==> config.mk <==
export PLATFORM = sky130hd
export DESIGN_NAME = regfile_wb_arbiter_flat
export DESIGN_NICKNAME = d
export VERILOG_FILES = /design/src/rtl/regfile_wb_if.sv /design/src/rtl/regfile_wb_arbiter.sv /design/src/flat_wrapper.sv
export SDC_FILE = /design/constraint.sdc
export NUM_CORES = 1
export LEC_CHECK = 0
export BUFFER_PORTS_ARGS = -buffer_cell sky130_fd_sc_hd__buf_4
export CORE_ASPECT_RATIO = 1.2
export CORE_MARGIN = 4
export CORE_UTILIZATION = 43
export CTS_CLUSTER_SIZE = 30
export DETAILED_ROUTE_END_ITERATION = 10
export PLACE_DENSITY = 0.77
export SYNTH_ARGS = -nofsm -noshare
export SYNTH_HDL_FRONTEND = slang
export SYNTH_SLANG_ARGS = --single-unit
==> constraint.sdc <==
create_clock -name clk -period 2.8 [get_ports clk]
set_input_delay 0.56 -clock clk [delete_from_list [all_inputs] [get_ports clk]]
set_output_delay 0.56 -clock clk [all_outputs]
set_load 0.01 [all_outputs]
==> src/rtl/regfile_wb_if.sv <==
`default_nettype none
// ============================================================================
// Module  : regfile_wb_if
// Brief   : Producer-side handshakes and regfile write port of the wb arbiter.
// Revision: 1.0
// ============================================================================
interface regfile_wb_if #(
    parameter int WIDTH = 32
);
    logic             s0_valid;
    logic             s0_ready;
    logic [4:0]       s0_rd_addr;
    logic [WIDTH-1:0] s0_data;
    logic             s1_valid;
    logic             s1_ready;
    logic [4:0]       s1_rd_addr;
    logic [WIDTH-1:0] s1_data;
    logic             w_en;
    logic [4:0]       rd_addr;
    logic [WIDTH-1:0] w_data;
    logic [31:0]      busy;

    modport master (
        output s0_valid, s0_rd_addr, s0_data,
        output s1_valid, s1_rd_addr, s1_data,
        input  s0_ready, s1_ready,
        input  w_en, rd_addr, w_data, busy
    );

    modport slave (
        input  s0_valid, s0_rd_addr, s0_data,
        input  s1_valid, s1_rd_addr, s1_data,
        output s0_ready, s1_ready,
        output w_en, rd_addr, w_data, busy
    );
endinterface
`default_nettype wire

==> src/rtl/regfile_wb_arbiter.sv <==
`default_nettype none
// ============================================================================
// Module  : regfile_wb_arbiter
// Brief   : Buffers ALU/MEM results in per-source FIFOs and round-robins them
//           onto the single regfile write port; exports a pending-write mask.
// Revision: 1.0
// ============================================================================
module regfile_wb_arbiter #(
    parameter int WIDTH = 32,
    parameter int DEPTH = 2
) (
    input  wire logic       clk,
    input  wire logic       rst,
    regfile_wb_if.slave     bus
);
    localparam int AW   = $clog2(DEPTH);
    localparam int PW   = AW + 1;
    localparam int NSRC = 2;

    logic             w_in_valid  [NSRC];
    logic [4:0]       w_in_addr   [NSRC];
    logic [WIDTH-1:0] w_in_data   [NSRC];
    logic             w_full      [NSRC];
    logic             w_empty     [NSRC];
    logic             w_pop       [NSRC];
    logic [4:0]       w_head_addr [NSRC];
    logic [WIDTH-1:0] w_head_data [NSRC];
    logic [31:0]      w_fifo_busy [NSRC];

    assign w_in_valid[0] = bus.s0_valid;
    assign w_in_addr[0]  = bus.s0_rd_addr;
    assign w_in_data[0]  = bus.s0_data;
    assign w_in_valid[1] = bus.s1_valid;
    assign w_in_addr[1]  = bus.s1_rd_addr;
    assign w_in_data[1]  = bus.s1_data;

    assign bus.s0_ready = !w_full[0];
    assign bus.s1_ready = !w_full[1];

    generate
        for (genvar s = 0; s < NSRC; s++) begin : g_fifo
            logic [4:0]       r_addr_mem [DEPTH];
            logic [WIDTH-1:0] r_data_mem [DEPTH];
            logic [PW-1:0]    r_wr_ptr;
            logic [PW-1:0]    r_rd_ptr;
            logic [PW-1:0]    w_count;
            logic             w_push;
            logic [31:0]      w_mask;

            assign w_count    = r_wr_ptr - r_rd_ptr;
            assign w_empty[s] = (r_wr_ptr == r_rd_ptr);
            // Same slot index with differing lap bit means the FIFO is full.
            assign w_full[s]  = (r_wr_ptr[AW-1:0] == r_rd_ptr[AW-1:0]) &&
                                (r_wr_ptr[AW] != r_rd_ptr[AW]);
            assign w_push     = w_in_valid[s] && !w_full[s];

            always_ff @(posedge clk) begin
                if (rst) begin
                    r_wr_ptr <= '0;
                    r_rd_ptr <= '0;
                end else begin
                    if (w_push) begin
                        r_wr_ptr <= r_wr_ptr + 1'b1;
                    end
                    if (w_pop[s]) begin
                        r_rd_ptr <= r_rd_ptr + 1'b1;
                    end
                end
            end

            always_ff @(posedge clk) begin
                if (w_push) begin
                    r_addr_mem[r_wr_ptr[AW-1:0]] <= w_in_addr[s];
                    r_data_mem[r_wr_ptr[AW-1:0]] <= w_in_data[s];
                end
            end

            assign w_head_addr[s] = r_addr_mem[r_rd_ptr[AW-1:0]];
            assign w_head_data[s] = r_data_mem[r_rd_ptr[AW-1:0]];

            always_comb begin
                logic [PW-1:0] v_idx;
                w_mask = '0;
                v_idx  = '0;
                for (int i = 0; i < DEPTH; i++) begin
                    v_idx = r_rd_ptr + PW'(i);
                    if (PW'(i) < w_count) begin
                        w_mask[r_addr_mem[v_idx[AW-1:0]]] = 1'b1;
                    end
                end
            end

            assign w_fifo_busy[s] = w_mask;
        end
    endgenerate

    logic             r_last_grant;
    logic             r_w_en;
    logic [4:0]       r_rd_addr;
    logic [WIDTH-1:0] r_w_data;
    logic             w_any;
    logic             w_sel;
    logic [4:0]       w_sel_addr;
    logic [WIDTH-1:0] w_sel_data;
    logic [31:0]      w_busy;

    // On a tie the source that did not win last time is served.
    always_comb begin
        w_any = !w_empty[0] || !w_empty[1];
        w_sel = 1'b0;
        if (!w_empty[0] && !w_empty[1]) begin
            w_sel = ~r_last_grant;
        end else if (!w_empty[1]) begin
            w_sel = 1'b1;
        end
        w_pop[0] = w_any && !w_sel;
        w_pop[1] = w_any && w_sel;
    end

    assign w_sel_addr = w_sel ? w_head_addr[1] : w_head_addr[0];
    assign w_sel_data = w_sel ? w_head_data[1] : w_head_data[0];

    always_ff @(posedge clk) begin
        if (rst) begin
            r_last_grant <= 1'b1;
            r_w_en       <= 1'b0;
            r_rd_addr    <= '0;
            r_w_data     <= '0;
        end else begin
            r_w_en <= 1'b0;
            if (w_any) begin
                r_last_grant <= w_sel;
                // Writes to x0 are dropped but still advance the rotation.
                if (w_sel_addr != 5'd0) begin
                    r_w_en    <= 1'b1;
                    r_rd_addr <= w_sel_addr;
                    r_w_data  <= w_sel_data;
                end
            end
        end
    end

    always_comb begin
        w_busy = w_fifo_busy[0] | w_fifo_busy[1];
        if (r_w_en) begin
            w_busy[r_rd_addr] = 1'b1;
        end
        w_busy[0] = 1'b0;
    end

    assign bus.w_en    = r_w_en;
    assign bus.rd_addr = r_rd_addr;
    assign bus.w_data  = r_w_data;
    assign bus.busy    = w_busy;
endmodule
`default_nettype wire

==> src/flat_wrapper.sv <==
// flat-port wrapper written by rule: the top's interface ports become plain ports
module regfile_wb_arbiter_flat 
#(
    parameter int WIDTH = 32,
    parameter int DEPTH = 2
)
  (clk, rst, bus_s0_valid, bus_s0_rd_addr, bus_s0_data, bus_s1_valid, bus_s1_rd_addr, bus_s1_data, bus_s0_ready, bus_s1_ready, bus_w_en, bus_rd_addr, bus_w_data, bus_busy);
  regfile_wb_if #(.WIDTH(WIDTH)) bus_i ();
  input  wire logic clk;
  input  wire logic rst;
  input wire logic [$bits(bus_i.s0_valid)-1:0] bus_s0_valid;
  input wire logic [$bits(bus_i.s0_rd_addr)-1:0] bus_s0_rd_addr;
  input wire logic [$bits(bus_i.s0_data)-1:0] bus_s0_data;
  input wire logic [$bits(bus_i.s1_valid)-1:0] bus_s1_valid;
  input wire logic [$bits(bus_i.s1_rd_addr)-1:0] bus_s1_rd_addr;
  input wire logic [$bits(bus_i.s1_data)-1:0] bus_s1_data;
  output wire logic [$bits(bus_i.s0_ready)-1:0] bus_s0_ready;
  output wire logic [$bits(bus_i.s1_ready)-1:0] bus_s1_ready;
  output wire logic [$bits(bus_i.w_en)-1:0] bus_w_en;
  output wire logic [$bits(bus_i.rd_addr)-1:0] bus_rd_addr;
  output wire logic [$bits(bus_i.w_data)-1:0] bus_w_data;
  output wire logic [$bits(bus_i.busy)-1:0] bus_busy;
  assign bus_i.s0_valid = bus_s0_valid;
  assign bus_i.s0_rd_addr = bus_s0_rd_addr;
  assign bus_i.s0_data = bus_s0_data;
  assign bus_i.s1_valid = bus_s1_valid;
  assign bus_i.s1_rd_addr = bus_s1_rd_addr;
  assign bus_i.s1_data = bus_s1_data;
  assign bus_s0_ready = bus_i.s0_ready;
  assign bus_s1_ready = bus_i.s1_ready;
  assign bus_w_en = bus_i.w_en;
  assign bus_rd_addr = bus_i.rd_addr;
  assign bus_w_data = bus_i.w_data;
  assign bus_busy = bus_i.busy;
  regfile_wb_arbiter #(.WIDTH(WIDTH), .DEPTH(DEPTH)) u_core (.clk(clk), .rst(rst), .bus(bus_i));
endmodule
After elaboration in Yosys (flattened, before gate mapping)
Memory sizes are Yosys's and may differ from the RTL's. A register that Yosys moved wholly into a read port is not among the register bits. Cells that the tools add are included.

Register bits: 47. Latch bits: 0. Bits in writable memories: 148. Memory bits (read-only): 0. Input bits: 78. Output and inout bits: 72. Word-level logic and storage cells: 97. Memories kept: 4.

Add/sub/neg operators: 6. Multipliers: 0. Div/mod/pow operators: 0. Magnitude comparators: 14. Equality and inequality tests: 6. Shift-type cells: 0. Mux-type cells: 32. Bitwise gates (word level): 6. Reductions and logical operators: 21.

Memory list: u_core.g_fifo[0].r_data_mem (depth 2, bits a word 32, rd ports 1, clocked after Yosys merged registers in 1, write ports 1, line regfile_wb_arbiter.sv:43) `logic [WIDTH-1:0] r_data_mem [DEPTH];`; u_core.g_fifo[1].r_data_mem (depth 2, bits a word 32, rd ports 1, clocked after Yosys merged registers in 1, write ports 1, line regfile_wb_arbiter.sv:43); u_core.g_fifo[0].r_addr_mem (depth 2, bits a word 5, rd ports 2, clocked after Yosys merged registers in 1, write ports 1, line regfile_wb_arbiter.sv:42) `logic [4:0] r_addr_mem [DEPTH];`; u_core.g_fifo[1].r_addr_mem (depth 2, bits a word 5, rd ports 2, clocked after Yosys merged registers in 1, write ports 1, line regfile_wb_arbiter.sv:42).

Operator list (count): 32-bit two-way mux (6); 32-bit OR (4); 5-bit by 6-bit < comparator with 1-bit output, second input constant (5); 1-bit demux with 5-bit select (5); 5-bit by 1-bit greater-or-equal comparator with 1-bit output, second input constant (5); 1-bit two-way mux (20); 1-bit logical AND (12); 2-bit by 1-bit adder with 2-bit output, second input constant (4); 1-bit by 2-bit < comparator with 1-bit output, first input constant (4); 1-bit zero test (5); 5-bit two-way mux (1); 5-bit nonzero test (1); 2-bit == test (2); 2-bit subtractor (2); 1-bit == test (2); 1-bit inequality test (2); 1-bit inverter (2); 2-bit AND reduction (1); 2-bit OR reduction (1); 1-bit logical OR (1).

Longest topological paths before layout
Gate-level depths: netlist (run 1). An unclocked memory read counts as a cell.

Depth after elaboration: 11. Depth in mapped cells: 9. Mapped depth without buffers: 8.

Least setup slack after synthesis (run 1)
No wires, ideal clock.

Path type: register to register. Start point: register u_core.g_fifo[0].r_wr_ptr[0]. End point: memory u_core.g_fifo[0].r_addr_mem[1][0] (enable). Data arrival time: 2.564 ns. Slack: -0.197 ns. Stages on the path, launching flop included: 6. Path buffers: 0. Period minus slack after synthesis: 2.997 ns. Cell sequence: dfxtp_1 -> inv_1 -> ha_1 -> nand2_1 -> nand2_1 -> nor2_1.

Cells in the longest elaborated chain, start to end: 6.

Ends and longest elaborated chain: start: declaration (line regfile_wb_arbiter.sv:44) `logic [PW-1:0] r_wr_ptr;`; start signal: assignment (line regfile_wb_arbiter.sv:63) `r_wr_ptr <= r_wr_ptr + 1'b1;`; 1-bit == test (line regfile_wb_arbiter.sv:53) `assign w_full[s] = (r_wr_ptr[AW-1:0] == r_rd_ptr[AW-1:0]) &&`; 1-bit logical AND (line regfile_wb_arbiter.sv:53); 1-bit zero test; named net bus_s0_ready (line flat_wrapper.sv:17) `output wire logic [$bits(bus_i.s0_ready)-1:0] bus_s0_ready;`; 1-bit logical AND (line regfile_wb_arbiter.sv:55) `assign w_push = w_in_valid[s] && !w_full[s];`; 1-bit two-way mux (line regfile_wb_arbiter.sv:72) `if (w_push) begin`; 1-bit two-way mux (not written as such) (line regfile_wb_arbiter.sv:73) `r_addr_mem[r_wr_ptr[AW-1:0]] <= w_in_addr[s];`; end: declaration (line regfile_wb_arbiter.sv:42).

The timed path passes the listed nets, and every way through them passes these cells.

Final worst setup path (run 1)
Start point: register u_core.g_fifo[0].r_wr_ptr[0]. End point: output port bus_busy[30].

Cells in the longest elaborated chain, start to end: 8.

Ends and longest elaborated chain: 2-bit subtractor (*) (line regfile_wb_arbiter.sv:50) `assign w_count = r_wr_ptr - r_rd_ptr;`; 1-bit by 2-bit < comparator with 1-bit output (line regfile_wb_arbiter.sv:87) `if (PW'(i) < w_count) begin`; 32-bit two-way mux (line regfile_wb_arbiter.sv:87); 32-bit OR (no line); 32-bit two-way mux (*) (line regfile_wb_arbiter.sv:87); 32-bit OR (*) (line regfile_wb_arbiter.sv:144) `w_busy = w_fifo_busy[0] | w_fifo_busy[1];`; 32-bit OR (no line); 32-bit two-way mux (*) (line regfile_wb_arbiter.sv:145) `if (r_w_en) begin`; end: declaration (line flat_wrapper.sv:22) `output wire logic [$bits(bus_i.busy)-1:0] bus_busy;`.

Mark *: on every way between the ends. The rest lies on a longest branch, timed or not.

==> run_results.csv, run 1 <==
group,metric,value,unit
status,status,"finished, final reports clean",
global_route,grt_max_degree,38,
clocking,cts_max_level,4,
drt,dr.max_layer_used,"met4",
worst_setup_path,startpoint_type,"flip-flop",
worst_setup_path,reg2reg_depth,7,
clocking,tritoncts,"built",
worst_setup_path,setup.worst_path.end_class,"output pin",
power_and_ir_drop,pwr_density_cell,1070,nW/um2
min_path,min_path_type,"in2reg",
placement,portBuffers,148,
synth,synthFlopType,"edfxtp_1",
clocking,cts.sinks,197,
timing,setup_tns,0,ps
worst_setup_path,cpPeakStageDelay,360,ps
run,drv_cap,0,
clocking,hold_buffers,0,
clocking,worstSkewPairLatency,430,ps
worst_setup_path,reg2reg_slack,510,ps
drt,wl_met2,15600,um
synth,syn_inst,814,
power_and_ir_drop,peakVddDrop,0.000640,V
timing,fmax,357,MHz
timing,rsz0062_at_grt,"yes",
layout,insertedDiodeCount,0,
drt,first_pass_iters,5,
timing,setup_viol,0,
global_route,grt_overflow,0,
synth,syn_area,9410,um2
synth,ys_warn_count,0,
min_path,whs_endpoint,"u_core.g_fifo[1].r_addr_mem[0][2]",
layout,fill_cells,1851,
drt,routed_via_density,5.91,
clocking,cts_buffer_depth,2,
synth,syn_nets,894,
synth,syn_area_per_cell,11.6,um2
power_and_ir_drop,power_leakage,0.00463,uW
global_route,antenna_found_initial,0,
placement,hpwl,20500,um
drt,drtIter0Drc,551,
global_route,grt_pass1_vias,7584,
drt,post_drt_wl_per_cell,23.0,um
die,top_level_ports,150,
die,rows,59,
worst_setup_path,crit_chain,"inv_4, ha_4, xnor3_2, nand2_4, and3_4, a32o_1, or3_4, buf_6",
timing,period_share,100,%
timing,slew_viol_final,0,
layout,final_layout_size_suffix_gt1_share,33.7,%
clocking,clk_pin_slew_worst_paths,80,ps
worst_setup_path,path_buf_inv,2,
synth,seq_area_frac_synth,57.6,%
synth,ys_ff_latch,197,
min_path,min_path_cells,1,
min_path,holdCritStartpoint,"bus_s1_rd_addr[2]",
drt,met3RoutedLength,1900,um
drt,postRouteAntennaNets,0,
placement,place_inst,1233,
timing,relSlewSlack,56.8,%
worst_setup_path,path_class,"reg2out",
timing,worstMarginPinSlew,648,ps
drt,routed_wl,29400,um
die,core-area,21600,um2
worst_setup_path,critical_path_arrival,2240,ps
die,die_y,170,um
worst_setup_path,r2r_end,"u_core.bus.rd_addr[3]",
placement,dp_slack,193,ps
timing,layout_setup_ws,0.0302,ps
layout,instances_no_fill,1277,
synth,synthDistinctLibCells,64,
timing,min_period,2800,ps
die,fp.dieW,143,um
timing,finClkSkew,11.1,ps
drt,dr_total_vias,7551,
worst_setup_path,path_max_fanout,5,
worst_setup_path,critPathRequiredTime,2240,ps
layout,area_growth,29.5,%
drt,met1Wirelength,11100,um
synth,async_flop_share,0,%
drt,drc_errors,0,
global_route,grt_pass1_wl,43700,um
worst_setup_path,r2r_start,"u_core.g_fifo[1].r_addr_mem[0][0]",
worst_setup_path,cp_slowest_cell,"dfxtp_2",
worst_setup_path,crit_family,"simple AND/OR/NAND/NOR gates",
die,start_util,43.5,%
timing,finalHoldViolCount,0,
clocking,numCtsBuffers,17,
clocking,cts_root_buf,"clkbuf_16",
global_route,grt_usage,23.6,%
layout,nNetsFinal,1070,
synth,synth_edf_count,148,
placement,gp_congestion,0.967,
die,die_area,24300,um2
## cell usage in the layout (no fill, tap or decap), types with 9 or more instances in the layout
master	instances
o22ai_1	13
dfxtp_1	42
a21oi_1	47
a22oi_1	9
nor2_1	44
mux2i_1	104
inv_1	12
edfxtp_1	148
buf_4	192
clkbuf_16	17
o21ai_1	23
o211ai_1	12
nand3_1	52
nand2_1	52
o21ai_0	23
nor2_2	9
nor2_4	10
## area by class of cell
type / instances / area (um2) / area share (%)
Timing Repair Buffer: 206 / 1650 / 13.6
Clock buffer: 17 / 425 / 3.49
Inverter: 17 / 70.1 / 0.575
Tap cell: 274 / 343 / 2.81
Multi-Input combinational cell: 551 / 4080 / 33.5
Clock inverter: 15 / 170 / 1.40
Sequential cell: 197 / 5440 / 44.7
## worst max-delay path by stage
stage | from | end | cells after the start
6_report | u_core.g_fifo[0].r_wr_ptr[0] | bus_busy[30] | 8
5_1_grt | u_core.g_fifo[1].r_wr_ptr[0] | bus_busy[16] | 8
4_1_cts | u_core.g_fifo[0].r_wr_ptr[0] | bus_busy[30] | 8
3_5_place_dp | u_core.g_fifo[0].r_wr_ptr[0] | bus_busy[30] | 8
3_3_place_gp | u_core.g_fifo[0].r_wr_ptr[0] | bus_busy[30] | 8
2_1_floorplan | u_core.g_fifo[0].r_wr_ptr[0] | u_core.g_fifo[0].r_addr_mem[1][0] | 5
## Yosys cell counts, types with 9 or more instances
| library cell | count | area (um2) |
|---|---|---|
| a21oi_1 | 47 | 235 |
| o22a_1 | 9 | 78.8 |
| nand2b_1 | 11 | 68.8 |
| nor2_1 | 63 | 236 |
| o22ai_1 | 17 | 106 |
| o21ai_1 | 16 | 80.1 |
| edfxtp_1 | 148 | 4440 |
| inv_1 | 17 | 63.8 |
| clkbuf_1 | 21 | 78.8 |
| nand3_1 | 53 | 265 |
| nand2_1 | 61 | 229 |
| dfxtp_1 | 49 | 981 |
| xnor2_1 | 9 | 78.8 |
| a22oi_1 | 10 | 75.1 |
| o21ai_0 | 35 | 175 |
| o211ai_1 | 12 | 90.1 |
| a221oi_1 | 9 | 78.8 |
| mux2i_1 | 104 | 1040 |
| buf_2 | 22 | 110 |
## report_power, final
part,total [uW],internal [uW],switching [uW]
clock network,2410,1270,1140
logic,6300,2560,3740
registers,4290,3870,411
## cells by family (layout without fill, tap and decap cells)
group                      count (synthesis)  count (layout)  share of synthesized area [%]
DFF                                      197             197                           57.6
adders and majority gates                  2               2                          0.266
buffers and inverters                     66             255                           3.30
AOI/OAI and AO/OA                        204             204                           14.7
other                                      1               1                         0.0398
muxes                                    106             106                           11.3
and+or+nand+nor                          224             224                           11.1
xor gates and xnor gates                  14              14                           1.67
## sequential cells by signal, indices dropped and copies added (netlist names), named ones only
signal,count
u_core.g_fifo.r_data_mem,128
u_core.bus.w_data,32
u_core.g_fifo.r_addr_mem,20
u_core.bus.rd_addr,5
u_core.g_fifo.r_rd_ptr,4
u_core.g_fifo.r_wr_ptr,4
u_core.bus.w_en,1
u_core.r_last_grant,1
## metal layers
| metal | vias to the layer above | global-route usage, % |
|---|---|---|
| li1 | 3451 | - |
| met1 | 3688 | 27.7 |
| met2 | 353 | 42.9 |
| met3 | 59 | 4.22 |
| met4 | 0 | 9.01 |
| met5 | - | 0 |
## repair_timing
item                       CTS  global route
cloned                       1             0
setup endpoints to repair   31            30
pin swaps                    3            16
setup buffers                3             8
gates resized for setup     62            63
## per-stage QoR
| stage | instance area, um2 | util, % | total power, uW | hold WS, ps |
|---|---|---|---|---|
| 5_1_grt | 12200 | 56.3 | 13700 | 278 |
| 3_3_place_gp | 11100 | 51.2 | 9980 | 464 |
| 3_5_place_dp | 11100 | 51.2 | 10000 | 467 |
| 4_1_cts | 11900 | 54.9 | 12700 | 284 |
| 6_report | 12200 | 56.3 | 13000 | 308 |
| 2_1_floorplan | 9420 | - | 7830 | 496 |
No activity file was read; power rests on OpenSTA's default activity.
==> run 2: changes to the inputs <==
--- a/config.mk
+++ b/config.mk
@@ -11,7 +11,7 @@
 export CORE_UTILIZATION = 43
 export CTS_CLUSTER_SIZE = 30
 export DETAILED_ROUTE_END_ITERATION = 10
-export PLACE_DENSITY = 0.77
+export PLACE_DENSITY = 0.74
 export SYNTH_ARGS = -nofsm -noshare
 export SYNTH_HDL_FRONTEND = slang
 export SYNTH_SLANG_ARGS = --single-unit
==> constraint.sdc (replaced) <==
create_clock -name clk -period 2.6 [get_ports clk]
set_input_delay 0.52 -clock clk [delete_from_list [all_inputs] [get_ports clk]]
set_output_delay 0.52 -clock clk [all_outputs]
set_load 0.01 [all_outputs]
==> run_results.csv, run 2 (synthesis results as in run 1) <==
group,metric,value,unit
worst_setup_path,path_class,"reg2out",
clocking,worstSkewPairLatency,440,ps
drt,first_pass_iters,5,
worst_setup_path,critical_path_arrival,2260,ps
global_route,grt_max_degree,50,
die,start_util,43.5,%
clocking,cts_root_buf,"clkbuf_16",
timing,period_share,107,%
power_and_ir_drop,pwr_density_cell,1130,nW/um2
drt,routed_wl,29700,um
timing,finClkSkew,10.3,ps
clocking,cts_buffer_depth,2,
layout,area_growth,34.3,%
timing,setup_viol,25,
worst_setup_path,startpoint_type,"flip-flop",
drt,routed_via_density,5.84,
clocking,clk_pin_slew_worst_paths,80,ps
timing,slew_viol_final,0,
clocking,cts_max_level,4,
global_route,antenna_found_initial,0,
placement,dp_slack,63.0,ps
layout,largest_register_ffs,128,
die,die_y,170,um
layout,multi_input_area,4240,um2
clocking,tritoncts,"built",
global_route,grt_overflow,0,
placement,gp_congestion,0.983,
worst_setup_path,path_max_fanout,5,
drt,wl_met2,15100,um
die,fp.dieW,143,um
run,drv_cap,0,
worst_setup_path,r2r_end,"u_core.bus.w_data[5]",
clocking,hold_buffers,0,
global_route,grt_pass1_vias,7618,
timing,rsz0062_at_grt,"yes",
timing,fmax,359,MHz
timing,whs,265,ps
status,status,"complete, but fails checks",
drt,drtIter0Drc,494,
die,die_area,24300,um2
min_path,min_path_type,"in2reg",
layout,fill_cells,1789,
clocking,numCtsBuffers,17,
timing,finalHoldViolCount,0,
layout,nNetsFinal,1113,
layout,final_common_cell,"buf_4",
status,violations,"setup timing",
drt,post_drt_wl_per_cell,22.5,um
global_route,grt_pass1_wl,43800,um
layout,mostFrequentLayoutCells,"buf_4 (228), edfxtp_1 (148), mux2i_1 (104)",
worst_setup_path,startpoint,"u_core.g_fifo[1].r_addr_mem[1][1]",
timing,worstMarginPinSlew,598,ps
worst_setup_path,reg2reg_slack,280,ps
drt,dr_total_vias,7710,
timing,layout_setup_ws,-182,ps
power_and_ir_drop,power_leakage,0.00486,uW
worst_setup_path,crit_end,"bus_busy[21]",
die,core-area,21600,um2
clocking,cts.sinks,197,
layout,insertedDiodeCount,0,
drt,met1Wirelength,11500,um
timing,min_period,2780,ps
worst_setup_path,setup.worst_path.end_class,"output pin",
layout,area.sequential,5440,um2
drt,met3RoutedLength,1900,um
placement,portBuffers,148,
placement,hpwl,20300,um
drt,drc_errors,0,
power_and_ir_drop,peakVddDrop,0.000545,V
layout,final_layout_size_suffix_gt1_share,38.1,%
worst_setup_path,reg2reg_depth,7,
drt,dr.max_layer_used,"met4",
worst_setup_path,critPathRequiredTime,2080,ps
global_route,grt_usage,23.7,%
timing,relSlewSlack,60.1,%
die,rows,59,
die,top_level_ports,150,
drt,postRouteAntennaNets,0,
run 2: what timing repair did:
item,in CTS,in global routing
gates cloned,1,1
buffers inserted,10,25
resized for setup,73,86
pin swaps,12,26
endpoints found under the setup margin,31,31
run 2: where the power goes:
group / leakage (uW) / internal [uW] / switching, uW
combinational: 0.00280 / 3000 / 4120
clock: 0.000270 / 1270 / 1240
sequential: 0.00179 / 4180 / 420
run 2: worst min-delay path by stage:
stage	start	endpoint	slack, ps	depth (start not counted)
4_1_cts	bus_s1_data[2]	u_core.g_fifo[1].r_data_mem[0][2]	250	1
3_3_place_gp	u_core.bus.w_data[13]	u_core.bus.w_data[13]	470	2
6_report	bus_s1_data[3]	u_core.g_fifo[1].r_data_mem[1][3]	270	1
5_1_grt	bus_s1_data[3]	u_core.g_fifo[1].r_data_mem[0][3]	240	1
2_1_floorplan	u_core.r_last_grant	u_core.r_last_grant	500	2
3_5_place_dp	u_core.bus.w_data[13]	u_core.bus.w_data[13]	470	2
run 2: stage by stage:
stage                     util (%)  area (um2)  setup TNS, ps  total power (uW)  cells
after floorplan                  -        9420              0              8440    814
after global placement        51.7       11200              0             10800   1252
after detailed placement      51.7       11200              0             10800   1252
after CTS                     55.9       12100          -3020             13700   1295
after global routing          58.4       12600          -4440             15000   1320
final                         58.4       12600          -2080             14200   1320
run 2: metal layers:
metal	vias up	track usage, %
met5	-	0
met4	0	11.7
met3	75	4.05
met2	353	40.9
met1	3742	28.5
li1	3540	-
run 2: layout make-up:
cell class | instances | share of cell area (%)
Multi-Input combinational cell | 552 | 33.6
Clock buffer | 17 | 3.37
Inverter | 17 | 0.535
Sequential cell | 197 | 43.1
Timing Repair Buffer | 248 | 15.6
Clock inverter | 15 | 1.13
Tap cell | 274 | 2.71
run 2: critical path: stages (launching register included):
cell,delay [ps]
edfxtp_1,460
mux2_2,350
or2_4,280
buf_6,140
o22a_1,200
o21ai_1,80
a221o_1,190
buf_6,120
==> run 3: changes to the inputs <==
--- a/config.mk
+++ b/config.mk
@@ -11,7 +11,7 @@
 export CORE_UTILIZATION = 43
 export CTS_CLUSTER_SIZE = 30
 export DETAILED_ROUTE_END_ITERATION = 10
-export PLACE_DENSITY = 0.74
+export PLACE_DENSITY = 0.77
 export SYNTH_ARGS = -nofsm -noshare
 export SYNTH_HDL_FRONTEND = slang
 export SYNTH_SLANG_ARGS = --single-unit
==> constraint.sdc (replaced) <==
create_clock -name clk -period 2.3 [get_ports clk]
set_input_delay 0.46 -clock clk [delete_from_list [all_inputs] [get_ports clk]]
set_output_delay 0.46 -clock clk [all_outputs]
set_load 0.01 [all_outputs]
==> run_results.csv, run 3 (synthesis results as in run 1) <==
group,metric,value,unit
status,status,"complete, but fails checks",
status,violations,"setup timing",
die,die_y,170,um
timing,rsz0062_at_grt,"yes",
worst_setup_path,crit_chain,"inv_2, ha_4, xnor3_1, nand2_2, and3_4, a32o_1, or3_4, buf_6",
clocking,cts_root_buf,"clkbuf_16",
die,fp.dieW,143,um
global_route,grt_usage,24.3,%
worst_setup_path,setup.worst_path.end_class,"output pin",
layout,mostFrequentLayoutCells,"buf_4 (236), edfxtp_1 (148), mux2i_1 (104)",
drt,drtIter0Drc,558,
die,die_area,24300,um2
layout,final_common_cell,"buf_4",
worst_setup_path,cpPeakStageDelay,340,ps
worst_setup_path,crit_family,"simple AND/OR/NAND/NOR gates",
timing,finClkSkew,10.3,ps
clocking,cts_max_level,4,
layout,largest_register_ffs,128,
placement,gp_congestion,0.968,
timing,setup_viol,31,
timing,min_period,2720,ps
placement,dpl_cell_area,11600,um2
clocking,clk_pin_slew_worst_paths,70,ps
clocking,worstSkewPairLatency,420,ps
worst_setup_path,startpoint_type,"flip-flop",
drt,dr_total_vias,7850,
layout,stdcell_area,13000,um2
power_and_ir_drop,peakVddDrop,0.000758,V
run,drv_cap,0,
layout,instances_no_fill,1346,
placement,dp_slack,-95.2,ps
worst_setup_path,path_buf_inv,2,
global_route,grt_overflow,0,
timing,worstMarginPinSlew,648,ps
global_route,antenna_found_initial,0,
layout,insertedDiodeCount,0,
clocking,cts.sinks,197,
clocking,cts_buffer_depth,2,
global_route,grt_max_degree,38,
worst_setup_path,cp_slowest_cell,"dfxtp_2",
die,start_util,43.5,%
layout,multi_input_area,4230,um2
layout,final_layout_size_suffix_gt1_share,39.3,%
layout,area.sequential,5440,um2
layout,area_growth,38.0,%
power_and_ir_drop,power_leakage,0.00506,uW
timing,whs,215,ps
layout,nNetsFinal,1139,
clocking,tritoncts,"built",
timing,period_share,118,%
worst_setup_path,path_max_fanout,5,
layout,fill_cells,1736,
drt,postRouteAntennaNets,0,
timing,slew_viol_final,0,
clocking,numCtsBuffers,17,
min_path,min_path_type,"in2reg",
drt,post_drt_wl_per_cell,22.3,um
timing,fmax,367,MHz
die,core-area,21600,um2
placement,place_inst,1294,
global_route,grt_pass1_wl,45200,um
drt,routed_wl,30000,um
timing,finalHoldViolCount,0,
worst_setup_path,critical_path_arrival,2260,ps
drt,drc_errors,0,
timing,layout_setup_ws,-424,ps
die,rows,59,
power_and_ir_drop,pwr_density_cell,1290,nW/um2
worst_setup_path,critPathRequiredTime,1840,ps
timing,relSlewSlack,56.8,%
drt,routed_via_density,5.83,
placement,hpwl,21200,um
worst_setup_path,path_class,"reg2out",
drt,first_pass_iters,5,
die,top_level_ports,150,
global_route,grt_pass1_vias,8093,
placement,portBuffers,148,
==> run 3: changes by cell type in the layout (fill, tap and decap cells not counted), sizes merged, moves of 2 or more <==
cell / before / now
inv: 22 / 24
clkinvlp: 4 / 1
buf: 248 / 275
clkinv: 6 / 3
bufinv: 0 / 3
==> run 3: per-stage QoR <==
stage	power (uW)	util, %	TNS (ps)
4_1_cts	16600	59.4	-10410
6_report	16800	60.1	-11090
3_3_place_gp	12600	53.5	-505
2_1_floorplan	9540	-	-13830
5_1_grt	17600	60.1	-13940
3_5_place_dp	12700	53.5	-622
==> run 3: worst register-to-register path: cells and delay by family, from the launching register on <==
kind | cells | cell delay [ps]
buf+inv | 4 | 650
simple gates | 1 | 280
flops | 1 | 410
compound gates | 4 | 780
==> run 3: power breakdown <==
group	switching, uW	total, uW	internal (uW)
logic	4790	8500	3710
registers	466	5180	4720
clock network	1340	3090	1750
total	6600	16800	10200
==> run 3: final cells by class <==
type                    instances  share of cell area, %
clock buffers                  18                   3.30
flip-flops and latches        197                   41.9
inverters                      17                  0.491
well taps                     274                   2.64
clock inverters                14                   1.49
repair buffers                275                   17.6
multi-input cells             551                   32.5
==> run 3: what timing repair did <==
action,in CTS,in global routing
resized for setup,139,26
hold buffers,0,0
pin swaps,38,19
gates cloned,0,0
setup buffers,18,4
hold endpoints to repair,0,0
endpoints found under the setup margin,31,39
==> run 3: final timing paths <==
| check | slack [ps] | start | end | cells past startpoint |
|---|---|---|---|---|
| setup reg to reg | 120 | u_core.g_fifo[1].r_addr_mem[0][1] | u_core.bus.w_data[10] | 9 |
| hold / removal | 210 | bus_s1_rd_addr[0] | u_core.g_fifo[1].r_addr_mem[1][0] | 1 |
| hold reg to reg | 480 | u_core.bus.w_data[31] | u_core.bus.w_data[31] | 2 |
| setup / recovery | -420 | u_core.g_fifo[0].r_wr_ptr[0] | bus_busy[30] | 8 |
==> run 3: routing by layer <==
metal / vias up / GRT usage [%] / part of all wire, %
met4: 0 / 13.3 / 5.0
li1: 3581 / - / -
met2: 379 / 43.2 / 52
met5: - / 0 / 0
met1: 3806 / 27.8 / 37
met3: 84 / 3.96 / 6.1
